$ cat src/rtl/alu_sequencer.sv
// Four-phase (Q1..Q4) PIC16 instruction sequencer driving ALU controls.
// Optional macro ALU_SEQ_SKIP_EN enables DECFSZ/INCFSZ/BTFSC/BTFSS skip generation.
module alu_sequencer (
  input  logic        clk,
  input  logic        rst,
  input  logic        instr_valid,
  input  logic [13:0] instr,
  output logic        instr_ready,
  output logic [3:0]  alu_op,
  output logic        alu_d,
  output logic        alu_d_wr_en,
  output logic        alu_status_wr_en,
  output logic        lf_sel,
  output logic [6:0]  f_addr,
  output logic [7:0]  literal,
  input  logic        alu_z,
  input  logic        bit_test_res,
  output logic [1:0]  phase,
  output logic        busy,
  output logic        skip
);

  localparam logic [3:0] ALU_ADD    = 4'd0;
  localparam logic [3:0] ALU_SUB    = 4'd1;
  localparam logic [3:0] ALU_AND    = 4'd2;
  localparam logic [3:0] ALU_OR     = 4'd3;
  localparam logic [3:0] ALU_XOR    = 4'd4;
  localparam logic [3:0] ALU_COM    = 4'd5;
  localparam logic [3:0] ALU_RLF    = 4'd6;
  localparam logic [3:0] ALU_RRF    = 4'd7;
  localparam logic [3:0] ALU_SWAPF  = 4'd8;
  localparam logic [3:0] ALU_INC    = 4'd9;
  localparam logic [3:0] ALU_DEC    = 4'd10;
  localparam logic [3:0] ALU_CLR    = 4'd11;
  localparam logic [3:0] ALU_PASSLF = 4'd12;
  localparam logic [3:0] ALU_PASSW  = 4'd13;

`ifdef ALU_SEQ_SKIP_EN
  localparam bit SKIP_EN = 1'b1;
`else
  localparam bit SKIP_EN = 1'b0;
`endif

  typedef enum logic [2:0] {IDLE, Q1, Q2, Q3, Q4} state_t;
  typedef enum logic [1:0] {SK_NONE, SK_ZERO, SK_BCLR, SK_BSET} skip_t;

  state_t     state;
  skip_t      skip_kind;
  logic       d_en_q;
  logic       st_en_q;

  logic [3:0] dec_op;
  logic       dec_d;
  logic       dec_lf;
  logic       dec_wr;
  logic       dec_st;
  skip_t      dec_sk;
  logic       hs;

  assign hs = instr_valid && instr_ready;

  always_comb begin
    dec_op = ALU_PASSLF;
    dec_d  = instr[7];
    dec_lf = 1'b0;
    dec_wr = 1'b0;
    dec_st = 1'b0;
    dec_sk = SK_NONE;
    case (instr[13:12])
      2'b00: begin
        dec_wr = 1'b1;
        dec_st = 1'b1;
        case (instr[11:8])
          4'b0111: dec_op = ALU_ADD;
          4'b0101: dec_op = ALU_AND;
          4'b0001: dec_op = ALU_CLR;
          4'b1001: dec_op = ALU_COM;
          4'b0011: dec_op = ALU_DEC;
          4'b1011: begin
            dec_op = ALU_DEC;
            dec_st = 1'b0;
            if (SKIP_EN) dec_sk = SK_ZERO;
          end
          4'b1010: dec_op = ALU_INC;
          4'b1111: begin
            dec_op = ALU_INC;
            dec_st = 1'b0;
            if (SKIP_EN) dec_sk = SK_ZERO;
          end
          4'b0100: dec_op = ALU_OR;
          4'b1000: dec_op = ALU_PASSLF;
          4'b0000: begin
            if (instr[7]) begin
              dec_op = ALU_PASSW;
              dec_d  = 1'b1;
              dec_st = 1'b0;
            end else begin
              dec_wr = 1'b0;
              dec_st = 1'b0;
            end
          end
          4'b1101: dec_op = ALU_RLF;
          4'b1100: dec_op = ALU_RRF;
          4'b0010: dec_op = ALU_SUB;
          4'b1110: begin
            dec_op = ALU_SWAPF;
            dec_st = 1'b0;
          end
          default: dec_op = ALU_XOR;
        endcase
      end
      2'b01: begin
        // Bit tests only read the register; BCF/BSF are not sequenced here.
        if (SKIP_EN && instr[11])
          dec_sk = instr[10] ? SK_BSET : SK_BCLR;
      end
      2'b11: begin
        dec_lf = 1'b1;
        dec_d  = 1'b0;
        dec_wr = 1'b1;
        dec_st = 1'b1;
        casez (instr[11:8])
          4'b00??: dec_op = ALU_PASSLF;
          4'b111?: dec_op = ALU_ADD;
          4'b110?: dec_op = ALU_SUB;
          4'b1001: dec_op = ALU_AND;
          4'b1000: dec_op = ALU_OR;
          4'b1010: dec_op = ALU_XOR;
          default: begin
            dec_wr = 1'b0;
            dec_st = 1'b0;
          end
        endcase
      end
      default: ;
    endcase
  end

  always_ff @(posedge clk) begin
    if (rst) begin
      state            <= IDLE;
      skip_kind        <= SK_NONE;
      d_en_q           <= 1'b0;
      st_en_q          <= 1'b0;
      instr_ready      <= 1'b0;
      alu_op           <= '0;
      alu_d            <= 1'b0;
      alu_d_wr_en      <= 1'b0;
      alu_status_wr_en <= 1'b0;
      lf_sel           <= 1'b0;
      f_addr           <= '0;
      literal          <= '0;
      phase            <= '0;
      busy             <= 1'b0;
      skip             <= 1'b0;
    end else begin
      alu_d_wr_en      <= 1'b0;
      alu_status_wr_en <= 1'b0;
      skip             <= 1'b0;
      case (state)
        IDLE, Q4: begin
          // instr_ready is registered, so it reads 0 for the first cycle out of reset.
          if (hs) begin
            state       <= Q1;
            phase       <= 2'd0;
            busy        <= 1'b1;
            instr_ready <= 1'b0;
            alu_op      <= dec_op;
            alu_d       <= dec_d;
            lf_sel      <= dec_lf;
            f_addr      <= instr[6:0];
            literal     <= instr[7:0];
            d_en_q      <= dec_wr;
            st_en_q     <= dec_st;
            skip_kind   <= dec_sk;
          end else begin
            state       <= IDLE;
            phase       <= 2'd0;
            busy        <= 1'b0;
            instr_ready <= 1'b1;
          end
        end
        Q1: begin
          state <= Q2;
          phase <= 2'd1;
        end
        Q2: begin
          state            <= Q3;
          phase            <= 2'd2;
          alu_d_wr_en      <= d_en_q;
          alu_status_wr_en <= st_en_q;
        end
        Q3: begin
          state       <= Q4;
          phase       <= 2'd3;
          instr_ready <= 1'b1;
          case (skip_kind)
            SK_ZERO: skip <= SKIP_EN && alu_z;
            SK_BCLR: skip <= SKIP_EN && !bit_test_res;
            SK_BSET: skip <= SKIP_EN && bit_test_res;
            default: skip <= 1'b0;
          endcase
        end
        default: begin
          state       <= IDLE;
          phase       <= 2'd0;
          busy        <= 1'b0;
          instr_ready <= 1'b1;
        end
      endcase
    end
  end

endmodule

$ cat config.mk
export PLATFORM = sky130hd
export DESIGN_NAME = alu_sequencer
export DESIGN_NICKNAME = d
export VERILOG_FILES = /design/src/rtl/alu_sequencer.sv
export SDC_FILE = /design/constraint.sdc
export NUM_CORES = 1
export LEC_CHECK = 0
export ABC_CLOCK_PERIOD_IN_PS = 1300
export CAP_MARGIN = 5
export CORE_MARGIN = 5
export CORE_UTILIZATION = 58
export CTS_BUF_LIST = sky130_fd_sc_hd__clkbuf_8
export DETAILED_ROUTE_END_ITERATION = 8
export DONT_BUFFER_PORTS = 1
export GPL_TIMING_DRIVEN = 0
export PLACE_DENSITY = 0.76
export SYNTH_ARGS = -nofsm -noshare
export SYNTH_HDL_FRONTEND = slang
export SYNTH_SLANG_ARGS = --single-unit
$ cat constraint.sdc
create_clock -name clk -period 1.3 [get_ports clk]
set_input_delay 0.13 -clock clk [delete_from_list [all_inputs] [get_ports clk]]
set_output_delay 0.13 -clock clk [all_outputs]
set_load 0.01 [all_outputs]
==> impl_metrics.toml, run 1 <==
[flow_run]
drv_cap = 0

[routing]
routed_wl_um = 2550
dr.pass1.iters = 4
route.vias.total = 993
drc = 0
drtIter0Drc = 33
wl_per_cell_um = 14.4
ant_nets = 0
vias_per_cell = 5.61

[die]
io_pins = 47
dieWidth_um = 55.0
fp.coreArea_mm2 = 0.00194
die-area_mm2 = 0.00303
std_cell_rows = 16
floorplan.initialDensity_pct = 60.5
die_y_um = 55.0

[critical_path]
crit_fanout = 8
crit_path_start = "state[0]"
critPathKind = "reg -> reg"
cpPeakStageDelay_ps = 360
critical_path_buf_inv_count = 1
required_ps = 1450
cp-start-kind = "flip-flop"
r2r_cells = 5
slowest_stage = "and4bb_4"
path_cells = "buf_2, and4bb_4, nor2_2, a22oi_1, nand2_1"
cp-end-kind = "flip-flop"
crit-reg2reg-launch = "state[0]"
cp_top_family = "simple AND/OR/NAND/NOR gates"
critical_path_arrival_ps = 1410
r2r_setup_slack_ps = 40
worstReg2RegEnd = "alu_op[0]"

[yosys]
synth_seq_area_share_pct = 42.6
netlist_top_cells_count = "dfxtp_1, nand2_1, a21oi_1"
async_flop_share_pct = 0
synth_area_leaders = "dfxtp_1, nand2_1, a21oi_1"
syn_nets = 161
post_synth_instance_area_mm2 = 0.00117
synth_top_cell_by_area = "dfxtp_1"
syn-mean-instance-area_um2 = 8.39
synth_ff_type = "dfxtp_1"
synth_top_area_share_pct = 42.6
yosys_warnings = 0
ys_types = 38
post-synth-top-count-cell = "dfxtp_1"
ys_ff_latch = 25
synth_cells = 140
synth_edf_count = 0

[cells_and_area]
layout.cells.non_filler = 177
layout-drive-gt1-share_pct = 16.7
area_delta_synth_final_pct = 16.0
layout.area.seq_um2 = 502
multi_input_area_um2 = 569
fill_cells = 163
postLayoutCellArea_mm2 = 0.00136
fin_nets = 172
diodes = 0

[clock_network]
cts.path.max_buffers = 2
clk_latency_ps = 260
clkTransAtPathRegs_ps = 80
cts_root_buffer = "clkbuf_8"
cts_tree = "done"
cts_setup_buffers = 0
htreeDepth = 1
cts_buffers = 3
cts.sinks = 25

[grt]
grt_pass1_vias = 857
grt_pass1_wl_um = 3930
grt_use_total_pct = 18.0
antenna_found_initial = 0
grt_max_degree = 16
overflow = 0

[sta]
hold_viol = 0
slew_violations = 0
finClkSkew_ps = 1.30
finalCriticalPeriod_ps = 1260
setup-violations-final = 0
fin_crit_sh_pct = 96.7
max_freq_ghz = 0.795
rsz0062_at_grt = "yes"

[power_and_ir_drop]
max-vdd-ir-drop_mv = 0.951
p_leak_nw = 0.541
powerDensity_mw_per_mm2 = 1270

[worst_hold_path]
min_to = "literal[7]"
whs_path_depth = 2
min_path_type = "in -> reg"
min-delay-start = "instr[7]"

[placed_design]
dp_cells = 167
gp_congestion = 0.933
io_buffers = 0
dp_hpwl_um = 1900
placed_area_mm2 = 0.00121

[status]
status = "completed"
==> flip-flops by register name, summed over array words and instances, names as in the netlist <==
register,cells
f_addr,6
alu_op,4
state,3
literal,2
phase,2
alu_d,1
alu_d_wr_en,1
alu_status_wr_en,1
busy,1
d_en_q,1
instr_ready,1
lf_sel,1
st_en_q,1
==> worst max-delay path by stage <==
stage                             to  slack (ps)  cells past startpoint
after CTS                  alu_op[0]           6                      5
after floorplan              st_en_q          20                      4
after detailed placement  literal[7]        -120                      5
final                      alu_op[0]          40                      5
after global placement     alu_op[0]         -90                      5
after global routing       alu_op[0]         -40                      5
==> routing by layer <==
layer,share of wire (%),track usage [%]
met4,0.75,4.86
met3,8.3,4.29
met5,0,0
met1,40,22.7
met2,51,30.5
==> layout by cell type (no fill, tap or decap), drive strengths merged, types with 3 or more instances in the layout <==
| cell type | n |
|---|---|
| dlygate4sd3 | 6 |
| a21oi | 13 |
| nor2 | 8 |
| clkbuf | 6 |
| nand2 | 24 |
| dfxtp | 25 |
| buf | 14 |
| nand3b | 3 |
| o21ai | 6 |
| and2 | 4 |
| inv | 7 |
| nor3 | 3 |
==> through the flow <==
step / utilization, % / TNS [ps] / hold slack [ps] / total power (W) / worst slack, ps
after floorplan: - / 0 / 266 / 0.00118 / 24.8
after global placement: 62.5 / -865 / 268 / 0.00123 / -87.5
after detailed placement: 62.5 / -1070 / 277 / 0.00124 / -121
after CTS: 69.7 / 0 / 6.52 / 0.00173 / 5.93
after global routing: 70.2 / -150 / 21.8 / 0.00183 / -35.7
final: 70.2 / 0 / 3.48 / 0.00174 / 42.4
==> report_power, final <==
group | internal, W | switching [W] | leakage [nW]
clock | 0.000216 | 0.000234 | 0.0217
sequential | 0.000836 | 0.0000848 | 0.204
combinational | 0.000174 | 0.000191 | 0.316
==> timing repair <==
item / in CTS / in global routing
endpoints found under the hold margin: 6 / 0
pin swaps: 0 / 2
endpoints found under the setup margin: 16 / 14
hold buffers: 6 / 0
resized for setup: 7 / 4
==> worst register-to-register path, delay by kind of cell (launching register included) <==
kind | cells | cell delay (ps)
DFF | 1 | 300
and+or+nand+nor | 3 | 500
AOI/OAI and AO/OA | 1 | 190
buffers and inverters | 1 | 150
==> cell type report <==
| type | instances | share of cell area, % |
|---|---|---|
| clock buffers | 3 | 3.03 |
| well taps | 27 | 2.48 |
| inverters | 7 | 1.93 |
| clock inverters | 1 | 0.551 |
| repair buffers | 6 | 4.41 |
| multi-input cells | 91 | 41.8 |
| flip-flops and latches | 25 | 36.8 |
| plain buffers | 17 | 9.00 |
==> kinds of logic (layout without fill, tap and decap cells) <==
logic type / after synthesis / count (layout) / synth area share, %
fa+ha+maj: 2 / 2 / 2.13
simple gates: 49 / 49 / 20.7
compound gates: 36 / 36 / 19.9
flops: 25 / 25 / 42.6
xor+xnor: 1 / 1 / 0.746
buf+inv: 24 / 34 / 11.8
mux: 2 / 2 / 1.81
other cells: 1 / 1 / 0.319
Power figures use the tool's default switching activity.
==> run 2: changes to the inputs <==
--- a/config.mk
+++ b/config.mk
@@ -12,7 +12,6 @@
 export CTS_BUF_LIST = sky130_fd_sc_hd__clkbuf_8
 export DETAILED_ROUTE_END_ITERATION = 8
 export DONT_BUFFER_PORTS = 1
-export GPL_TIMING_DRIVEN = 0
 export PLACE_DENSITY = 0.76
 export SYNTH_ARGS = -nofsm -noshare
 export SYNTH_HDL_FRONTEND = slang
==> impl_metrics.toml, run 2 (synthesis gave the netlist of run 1 again) <==
[status]
status = "completed"

[critical_path]
slowest_stage = "dfxtp_2"
critPathKind = "reg -> reg"
crit_fanout = 13
required_ps = 1470
path_cells = "and4bb_2, buf_12, nor2_1, a311oi_1"
critical_path_buf_inv_count = 1
cp_top_family = "simple AND/OR/NAND/NOR gates"
cp-end-kind = "flip-flop"
critical_path_arrival_ps = 1400
cp-start-kind = "flip-flop"
cpPeakStageDelay_ps = 350

[clock_network]
cts.sinks = 25
cts_buffers = 3
clkTransAtPathRegs_ps = 80
htreeDepth = 1
cts_tree = "done"
cts_root_buffer = "clkbuf_8"
cts.path.max_buffers = 2
cts_setup_buffers = 0
clk_latency_ps = 260

[sta]
fin_crit_sh_pct = 94.1
finalCriticalPeriod_ps = 1220
hold_viol = 0
relSlewSlack_pct = 62.8
max_freq_ghz = 0.817
fin_setup_tns_ps = 0
finClkSkew_ps = 2.50
layout_setup_ws_ps = 76.4
rsz0062_at_grt = "no"
whs_ps = 30.7
setup-violations-final = 0
slew_violations = 0
worst_pin_slew_ps = 556

[cells_and_area]
diodes = 0
layout-drive-gt1-share_pct = 12.1
multi_input_area_um2 = 554
fin_nets = 163
largest_reg_flops = 6
layout.area.seq_um2 = 503
reg_top3 = "f_addr: 6 flops, alu_op: 4 flops, state: 3 flops"
regMostFlops = "f_addr"
mostFrequentLayoutCell = "nand2_1"
area_delta_synth_final_pct = 11.0
final_cell_mix = "nand2_1, dfxtp_1, a21oi_1"
fill_cells = 170

[routing]
drc = 0
route.vias.total = 934
dr.pass1.iters = 4
drtIter0Drc = 51
routed_wl_um = 2400
ant_nets = 0
vias_per_cell = 5.56
wl_per_cell_um = 14.3

[placed_design]
io_buffers = 0
dp_hpwl_um = 1680
dpl_worst_slack_ps = 67.4
gp_congestion = 0.859

[die]
fp.coreArea_mm2 = 0.00194
dieWidth_um = 55.0
std_cell_rows = 16
die_y_um = 55.0
die-area_mm2 = 0.00303
floorplan.initialDensity_pct = 60.5
io_pins = 47

[power_and_ir_drop]
max-vdd-ir-drop_mv = 0.730
p_leak_nw = 0.505
powerDensity_mw_per_mm2 = 1300

[grt]
antenna_found_initial = 0
grt_max_degree = 16
grt_pass1_vias = 854
overflow = 0
grt_use_total_pct = 17.7
grt_pass1_wl_um = 3800

[flow_run]
drv_cap = 0

[worst_hold_path]
min_path_type = "in -> reg"
[run 2: cell count changes in the layout (fill, tap and decap cells not counted), moves of 2 or more]
| cell | before | now |
|---|---|---|
| dlygate4sd3_1 | 6 | 9 |
| buf_2 | 2 | 0 |
| buf_4 | 9 | 4 |
| buf_6 | 3 | 0 |
| clkbuf_1 | 3 | 0 |
[run 2: path summary, 6_finish.rpt]
kind	start	to	slack [ps]	depth (start not counted)
setup reg to reg	state[1]	alu_op[2]	80	4
hold / removal	rst	instr_ready	30	2
setup / recovery	state[1]	alu_op[2]	80	4
hold reg to reg	d_en_q	alu_d_wr_en	470	1
[run 2: layout make-up]
class	instances	share of cell area (%)
clock buffer	3	3.17
clock inverter	1	0.384
multi-input combinational	91	42.5
timing repair buffer	14	10.7
inverter	7	2.02
sequential	25	38.6
tap	27	2.59
[run 2: through the flow]
step                      utilization (%)  std cells  area, um2  power [W]
final                                67.1        168       1300    0.00169
after global routing                 67.1        168       1300    0.00179
after CTS                            66.3        168       1290    0.00170
after detailed placement             59.3        155       1150    0.00122
after global placement               59.3        155       1150    0.00121
after floorplan                         -        140       1180    0.00118
[run 2: power by group]
group          internal [W]  switching (W)
registers          0.000838      0.0000897
logic              0.000161       0.000155
clock network      0.000214       0.000234
[run 2: what timing repair did]
action	in CTS	in global routing
hold buffers	9	0
gates resized for setup	0	5
setup endpoints to repair	0	3
hold endpoints to repair	15	0
[run 2: routing by layer]
| layer | global-route usage, % | wire (um) | share of wire (%) |
|---|---|---|---|
| met4 | 7.29 | 7 | 0.29 |
| met5 | 0 | 0 | 0 |
| met1 | 21.7 | 992 | 41 |
| met3 | 5.36 | 217 | 9.0 |
| met2 | 28.7 | 1190 | 49 |
